File: src/rtl/vga_pmod_tx.sv
// VGA timing generator driving a TinyVGA PMOD: free-running pixel/line counters,
// sync generation and a registered pin output with colour blanking.
module vga_pmod_tx #(
    parameter int H_ACTIVE = 640,
    parameter int H_FP     = 16,
    parameter int H_SYNC   = 96,
    parameter int H_BP     = 48,
    parameter int V_ACTIVE = 480,
    parameter int V_FP     = 10,
    parameter int V_SYNC   = 2,
    parameter int V_BP     = 33,
    parameter int SYNC_NEG = 1
) (
    input  logic       clk,
    input  logic       rst_n,
    input  logic       ena,
    input  logic [5:0] pix_rgb,
    output logic [9:0] pix_x,
    output logic [9:0] pix_y,
    output logic       video_active,
    output logic       frame_start,
    output logic [7:0] frame_cnt,
    output logic [7:0] uo_out
);

    localparam int H_TOTAL = H_ACTIVE + H_FP + H_SYNC + H_BP;
    localparam int V_TOTAL = V_ACTIVE + V_FP + V_SYNC + V_BP;

    localparam logic [9:0] H_LAST = 10'(H_TOTAL - 1);
    localparam logic [9:0] V_LAST = 10'(V_TOTAL - 1);
    localparam logic [9:0] H_ACT  = 10'(H_ACTIVE);
    localparam logic [9:0] V_ACT  = 10'(V_ACTIVE);
    localparam logic [9:0] HS_BEG = 10'(H_ACTIVE + H_FP);
    localparam logic [9:0] HS_END = 10'(H_ACTIVE + H_FP + H_SYNC - 1);
    localparam logic [9:0] VS_BEG = 10'(V_ACTIVE + V_FP);
    localparam logic [9:0] VS_END = 10'(V_ACTIVE + V_FP + V_SYNC - 1);

    // Idle level of the sync pins; an active raw sync inverts it.
    localparam logic SYNC_IDLE = (SYNC_NEG != 0);

    logic       h_last;
    logic       v_last;
    logic       hsync_raw;
    logic       vsync_raw;
    logic [5:0] rgb;

    always_comb begin
        h_last       = (pix_x == H_LAST);
        v_last       = (pix_y == V_LAST);
        video_active = (pix_x < H_ACT) && (pix_y < V_ACT);
        frame_start  = ena && (pix_x == '0) && (pix_y == '0);
        hsync_raw    = (pix_x >= HS_BEG) && (pix_x <= HS_END);
        vsync_raw    = (pix_y >= VS_BEG) && (pix_y <= VS_END);
        rgb          = video_active ? pix_rgb : '0;
    end

    always_ff @(posedge clk) begin
        if (!rst_n) begin
            pix_x     <= '0;
            pix_y     <= '0;
            frame_cnt <= '0;
            uo_out    <= {SYNC_IDLE, 3'b000, SYNC_IDLE, 3'b000};
        end else if (ena) begin
            pix_x <= h_last ? '0 : pix_x + 1'b1;
            if (h_last) begin
                pix_y <= v_last ? '0 : pix_y + 1'b1;
            end
            if (h_last && v_last) begin
                frame_cnt <= frame_cnt + 1'b1;
            end
            // pix_rgb is {R1,R0,G1,G0,B1,B0}; pins are {hs,B0,G0,R0,vs,B1,G1,R1}
            uo_out <= {hsync_raw ^ SYNC_IDLE, rgb[0], rgb[2], rgb[4],
                       vsync_raw ^ SYNC_IDLE, rgb[1], rgb[3], rgb[5]};
        end
    end

endmodule

File: config.mk
export PLATFORM = sky130hd
export DESIGN_NAME = vga_pmod_tx
export DESIGN_NICKNAME = d
export VERILOG_FILES = /design/src/rtl/vga_pmod_tx.sv
export SDC_FILE = /design/constraint.sdc
export NUM_CORES = 1
export LEC_CHECK = 0
export BUFFER_PORTS_ARGS = -buffer_cell sky130_fd_sc_hd__buf_4
export CAP_MARGIN = 0
export CORE_MARGIN = 2
export CORE_UTILIZATION = 56
export CTS_CLUSTER_SIZE = 40
export DETAILED_ROUTE_END_ITERATION = 10
export PLACE_DENSITY = 0.86
export SYNTH_ARGS = -nofsm -noshare
export SYNTH_HDL_FRONTEND = slang
export SYNTH_SLANG_ARGS = --single-unit
export TNS_END_PERCENT = 100
File: constraint.sdc
create_clock -name clk -period 5.2 [get_ports clk]
set_input_delay 0.78 -clock clk [delete_from_list [all_inputs] [get_ports clk]]
set_output_delay 0.78 -clock clk [all_outputs]
set_load 0.02 [all_outputs]
==> flow_metrics.py, run 1 <==
metrics = {
    "status": {
        "status": "complete, no violations",
    },
    "route": {
        "drt_iter0_markers": 68,
        "drt-pass1-iter-count": 4,
        "detail_route.wl_per_cell_um": 13.1,
        "ant_nets": 0,
        "routed_wl_mm": 3.89,
        "vias_per_cell": 5.73,
        "dr_total_vias": 1709,
        "drc": 0,
    },
    "placed_design": {
        "place.gp.congestion": 0.789,
        "io_buffer_count": 46,
        "place_ws_ns": 2.28,
        "place_hpwl_mm": 2.85,
        "place_inst": 290,
        "placement.cell_area_um2": 2140,
    },
    "timing": {
        "whs_ns": 0.478,
        "finalCriticalPeriod_ns": 2.90,
        "period_share_pct": 55.8,
        "finalHoldViolCount": 0,
        "fin_ws_ns": 2.30,
        "tns_ns": 0,
        "clock.fmax_mhz": 345,
        "skew_ns": 0.00661,
        "worst_slew_pin_slew_ns": 0.798,
        "slew_headroom_pct": 46.4,
        "setup_viol": 0,
        "slew_viol_final": 0,
        "rsz0062_at_grt": "no",
    },
    "final_layout": {
        "design_area_um2": 2200,
        "seq_area_um2": 721,
        "layout_commonest_cell": "buf_4",
        "areaGrowthSynthToFinish_pct": 21.4,
        "fin_nets": 267,
        "fin_util_pct": 71.6,
        "most-common-layout-cells": "buf_4 (46), dfxtp_1 (36), nor2_1 (18), nand3_1 (18), a21oi_1 (18)",
        "nFillCells": 268,
        "multi_input_area_um2": 978,
        "instances_no_fill": 298,
        "num_antenna_cells": 0,
        "drive_gt1_share_pct": 22.0,
    },
    "logic_synthesis": {
        "synthFlopType": "dfxtp_1",
        "synth_area_per_cell_um2": 8.48,
        "yosysUniqueCellTypes": 37,
        "synth.cell_area_um2": 1810,
        "synth_area_leader_cell": "dfxtp_1",
        "ys_ff_latch": 36,
        "ys.warnings.count": 0,
        "synth_edf_count": 0,
        "syn_inst": 214,
        "ys_seq_area_share_pct": 39.7,
        "synth_top_cells_by_area": "dfxtp_1 (40%), a21oi_1 (5.0%), nand3_1 (5.0%), xnor2_1 (3.9%), nor2_1 (3.7%)",
        "syn-num-nets": 228,
        "synth_top_area_share_pct": 39.7,
        "synth_async_sr_flop_share_pct": 0,
    },
    "power": {
        "p_leak_nw": 0.839,
        "vdd_drop_max_mv": 0.138,
        "report.power.total_mw": 0.477,
        "cellPowerDensity_nw_per_um2": 217,
    },
    "clocking": {
        "clkTransAtPathRegs_ns": 0.10,
        "cts_resized": 0,
        "insertion_delay_ns": 0.34,
        "cts_hold_buf": 0,
        "clock_sinks": 36,
        "cts_buffer_depth": 2,
        "cts_setup_buffers": 0,
        "htreeDepth": 2,
        "cts_root_buf": "clkbuf_4",
        "cts_tree": "done",
        "numCtsBuffers": 5,
    },
    "grt": {
        "grt_usage_pct": 23.0,
        "grt_max_degree": 24,
        "grt_pass1_vias": 1484,
        "grt_overflow": 0,
        "grt_pass1_wl_mm": 6.41,
        "antenna_found_initial": 0,
    },
    "critical_path": {
        "cp_top_family": "simple AND/OR/NAND/NOR gates",
        "cp-start-kind": "input pin",
        "cp.arrival_ns": 2.12,
        "slowest_stage": "or4b_2",
        "cp_data_required_time_ns": 4.42,
        "path_cells": "buf_4 -> or4b_2 -> nor4_1 -> buf_4",
        "cpPeakStageDelay_ns": 0.60,
        "path_max_fanout": 23,
        "worst_path_most_repeated_cell": "buf_4",
        "end_kind": "output port",
        "worstSetupPathType": "in -> out",
        "worst-path-buf-inv": 2,
    },
    "floorplanning": {
        "initial_utilization_pct": 58.9,
        "die_w_um": 60.9,
        "die_y_um": 60.9,
        "core_um2": 3080,
        "die_area_um2": 3710,
        "ios": 47,
        "core.rowCount": 20,
    },
    "job": {
        "cap_violations": 0,
    },
    "min_path": {
        "hold_class": "reg -> reg",
    },
}
==> report_power, final <==
| part | total (mW) | internal (mW) | switching (mW) |
|---|---|---|---|
| clock network | 0.156 | 0.0667 | 0.0890 |
| registers | 0.283 | 0.280 | 0.00367 |
| logic | 0.0382 | 0.0173 | 0.0209 |
==> per-layer routing <==
metal / routed length [um] / track usage [%]
met1: 1710 / 29.5
met2: 1880 / 37.0
met3: 241 / 4.69
met4: 63 / 11.2
met5: 0 / 0
==> logic make-up after synthesis <==
kind of cell    count (synthesis)  synth area share [%]
compound gates                 33                  10.6
simple gates                   96                  30.9
xor+xnor                       14                  6.76
buf+inv                        26                  6.34
mux                             4                  2.21
flops                          36                  39.7
fa+ha+maj                       5                  3.45
==> registers in the layout (all words and copies together), names as in the netlist <==
signal / flops
frame_cnt: 8
pix_x: 10
uo_out: 8
pix_y: 10
==> worst paths after layout <==
path	startpoint	end	slack, ns	cells after the start
worst min register to register	uo_out[6]$_SDFFE_PN0P_	uo_out[6]$_SDFFE_PN0P_	0.48	2
worst max register to register	pix_x[4]$_SDFFE_PN0P_	pix_y[4]$_SDFFE_PN0P_	2.92	4
worst max-delay path	ena	frame_start	2.30	4
worst min-delay path	uo_out[6]$_SDFFE_PN0P_	uo_out[6]$_SDFFE_PN0P_	0.48	2
==> area by class of cell <==
class | count | area share (%)
clock buffers | 8 | 2.67
inverters | 12 | 2.04
multi-input cells | 152 | 44.4
flip-flops and latches | 36 | 32.7
well taps | 44 | 2.50
repair buffers | 46 | 15.7
==> worst min-delay path, cell delays in order, from the launching register on <==
cell and delay [ns]:
dfxtp_1 0.32, nand2b_1 0.06, a21oi_1 0.06
==> synth_stat cells (all sizes together), types with 7 or more instances <==
cell and n:
a21oi 18, clkbuf 10, dfxtp 36, inv 11, nand2 8, nand3 18, nand4 7, nor2 18
nor4 8, xnor2 8
(Power assumes the default switching activity.)
==> run 2: changes to the inputs <==
--- a/config.mk
+++ b/config.mk
@@ -8,10 +8,10 @@
 export BUFFER_PORTS_ARGS = -buffer_cell sky130_fd_sc_hd__buf_4
 export CAP_MARGIN = 0
 export CORE_MARGIN = 2
-export CORE_UTILIZATION = 56
+export CORE_UTILIZATION = 47
 export CTS_CLUSTER_SIZE = 40
 export DETAILED_ROUTE_END_ITERATION = 10
-export PLACE_DENSITY = 0.86
+export PLACE_DENSITY = 0.77
 export SYNTH_ARGS = -nofsm -noshare
 export SYNTH_HDL_FRONTEND = slang
 export SYNTH_SLANG_ARGS = --single-unit
==> constraint.sdc (replaced) <==
create_clock -name clk -period 2.45 [get_ports clk]
set_input_delay 0.3675 -clock clk [delete_from_list [all_inputs] [get_ports clk]]
set_output_delay 0.3675 -clock clk [all_outputs]
set_load 0.02 [all_outputs]
==> flow_metrics.py, run 2 (synthesized netlist as in run 1, its figures left out) <==
metrics = {
    "route": {
        "drt-pass1-iter-count": 4,
        "routed_wl_mm": 4.15,
        "vias_per_cell": 5.51,
        "drc": 0,
        "ant_nets": 0,
        "detail_route.wl_per_cell_um": 13.5,
        "dr_total_vias": 1697,
        "drt_iter0_markers": 62,
    },
    "final_layout": {
        "layout_commonest_cell": "buf_4",
        "reg_top3": "pix_x: 10 flops, pix_y: 10 flops",
        "nFillCells": 326,
        "most-common-layout-cells": "buf_4 (53), dfxtp_1 (36), nor2_1 (18), nand3_1 (18), a21oi_1 (18)",
        "fin_nets": 274,
        "num_antenna_cells": 0,
        "areaGrowthSynthToFinish_pct": 26.7,
        "drive_gt1_share_pct": 24.6,
        "design_area_um2": 2300,
    },
    "timing": {
        "rsz0062_at_grt": "no",
        "clock.fmax_mhz": 448,
        "finalCriticalPeriod_ns": 2.23,
        "slew_headroom_pct": 48.0,
        "skew_ns": 0.00982,
        "worst_slew_pin_slew_ns": 0.774,
        "slew_viol_final": 0,
        "tns_ns": 0,
        "setup_viol": 0,
        "period_share_pct": 91.2,
        "finalHoldViolCount": 0,
    },
    "clocking": {
        "cts_resized": 0,
        "cts_root_buf": "clkbuf_8",
        "insertion_delay_ns": 0.29,
        "cts_buffer_depth": 2,
        "clock_sinks": 36,
        "htreeDepth": 2,
        "cts_setup_buffers": 0,
        "numCtsBuffers": 5,
        "cts_hold_buf": 0,
        "clkTransAtPathRegs_ns": 0.07,
        "cts_tree": "done",
    },
    "grt": {
        "grt_use_met3_pct": 5.62,
        "use_met2_pct": 31.5,
        "grt_pass1_vias": 1439,
        "antenna_found_initial": 0,
        "grt_overflow": 0,
        "grt_util_met1_pct": 26.1,
        "grt_usage_pct": 19.8,
        "grt-busiest-layer": "met2",
        "grt_pass1_wl_mm": 6.62,
        "grt_max_degree": 24,
    },
    "critical_path": {
        "endpoint": "frame_cnt[2]$_SDFFE_PN0P_",
        "worstReg2RegStart": "pix_x[5]$_SDFFE_PN0P_",
        "end_kind": "register",
        "r2r_end": "frame_cnt[2]$_SDFFE_PN0P_",
        "path_max_fanout": 12,
        "critical_path.startpoint": "pix_x[5]$_SDFFE_PN0P_",
        "path_cells": "or4b_1 -> or3_4 -> or4_1 -> a21oi_1",
        "r2r_slack_ns": 0.22,
        "cpPeakStageDelay_ns": 0.67,
        "worstSetupPathType": "reg -> reg",
        "cp_data_required_time_ns": 2.66,
        "r2r_cells": 4,
        "cp-start-kind": "register",
        "cp.arrival_ns": 2.44,
        "slowest_stage": "or4b_1",
    },
    "job": {
        "cap_violations": 0,
    },
    "min_path": {
        "min_path_cells": 2,
        "hold_class": "in -> reg",
    },
    "power": {
        "report.power.total_mw": 1.14,
        "vdd_drop_max_mv": 0.399,
        "cellPowerDensity_nw_per_um2": 496,
        "p_leak_nw": 0.892,
    },
    "placed_design": {
        "place_hpwl_mm": 2.91,
        "placement.cell_area_um2": 2200,
        "io_buffer_count": 46,
        "place.gp.congestion": 0.829,
    },
    "floorplanning": {
        "die_area_um2": 4370,
        "die_w_um": 66.1,
        "core_um2": 3690,
        "ios": 47,
        "core.rowCount": 22,
        "initial_utilization_pct": 49.2,
        "die_y_um": 66.1,
    },
    "status": {
        "status": "complete, no violations",
    },
}
run 2: how the worst min path moves through the flow:
stage / endpoint / startpoint / slack [ns]
detailed placement: uo_out[5]$_SDFFE_PN0P_ / uo_out[5]$_SDFFE_PN0P_ / 0.46
CTS: uo_out[7]$_SDFFE_PN1P_ / rst_n / 0.28
finish: uo_out[7]$_SDFFE_PN1P_ / rst_n / 0.28
floorplan: uo_out[7]$_SDFFE_PN1P_ / rst_n / 0.43
global route: uo_out[7]$_SDFFE_PN1P_ / rst_n / 0.28
global placement: uo_out[1]$_SDFFE_PN0P_ / uo_out[1]$_SDFFE_PN0P_ / 0.46
run 2: power breakdown:
group | internal, mW | total (mW) | leakage [nW] | switching, mW
clock | 0.250 | 0.455 | 0.0503 | 0.204
sequential | 0.594 | 0.602 | 0.291 | 0.00768
combinational | 0.0376 | 0.0825 | 0.550 | 0.0449
total | 0.882 | 1.14 | 0.892 | 0.257
run 2: final cells by class:
cell class / instances / area (um^2) / share of cell area (%)
clock buffer: 7 / 96.3 / 4.19
timing repair buffer: 53 / 398 / 17.3
multi-input combinational: 152 / 978 / 42.6
inverter: 12 / 45.0 / 1.96
sequential: 36 / 721 / 31.4
tap: 48 / 60.1 / 2.61
run 2: metrics by stage:
| step | hold WS [ns] | util [%] | instances | setup slack [ns] |
|---|---|---|---|---|
| after floorplan | 0.429 | - | 214 | 0.223 |
| after global placement | 0.459 | 59.7 | 301 | 0.324 |
| after detailed placement | 0.463 | 59.7 | 301 | 0.245 |
| after CTS | 0.282 | 62.3 | 308 | 0.221 |
| after global routing | 0.278 | 62.3 | 308 | 0.115 |
| final | 0.281 | 62.3 | 308 | 0.217 |
run 2: critical path, delay by kind of cell, from the launching register on:
| family | cells | cell delay (ns) |
|---|---|---|
| flops | 1 | 0.40 |
| simple gates | 3 | 1.61 |
| compound gates | 1 | 0.14 |
run 2: metal layers:
| metal | share of wire [%] | wire length (um) | vias up |
|---|---|---|---|
| li1 | - | - | 867 |
| met1 | 47 | 1930 | 779 |
| met5 | 0 | 0 | - |
| met3 | 5.1 | 212 | 5 |
| met4 | 1.2 | 48 | 0 |
| met2 | 47 | 1950 | 46 |
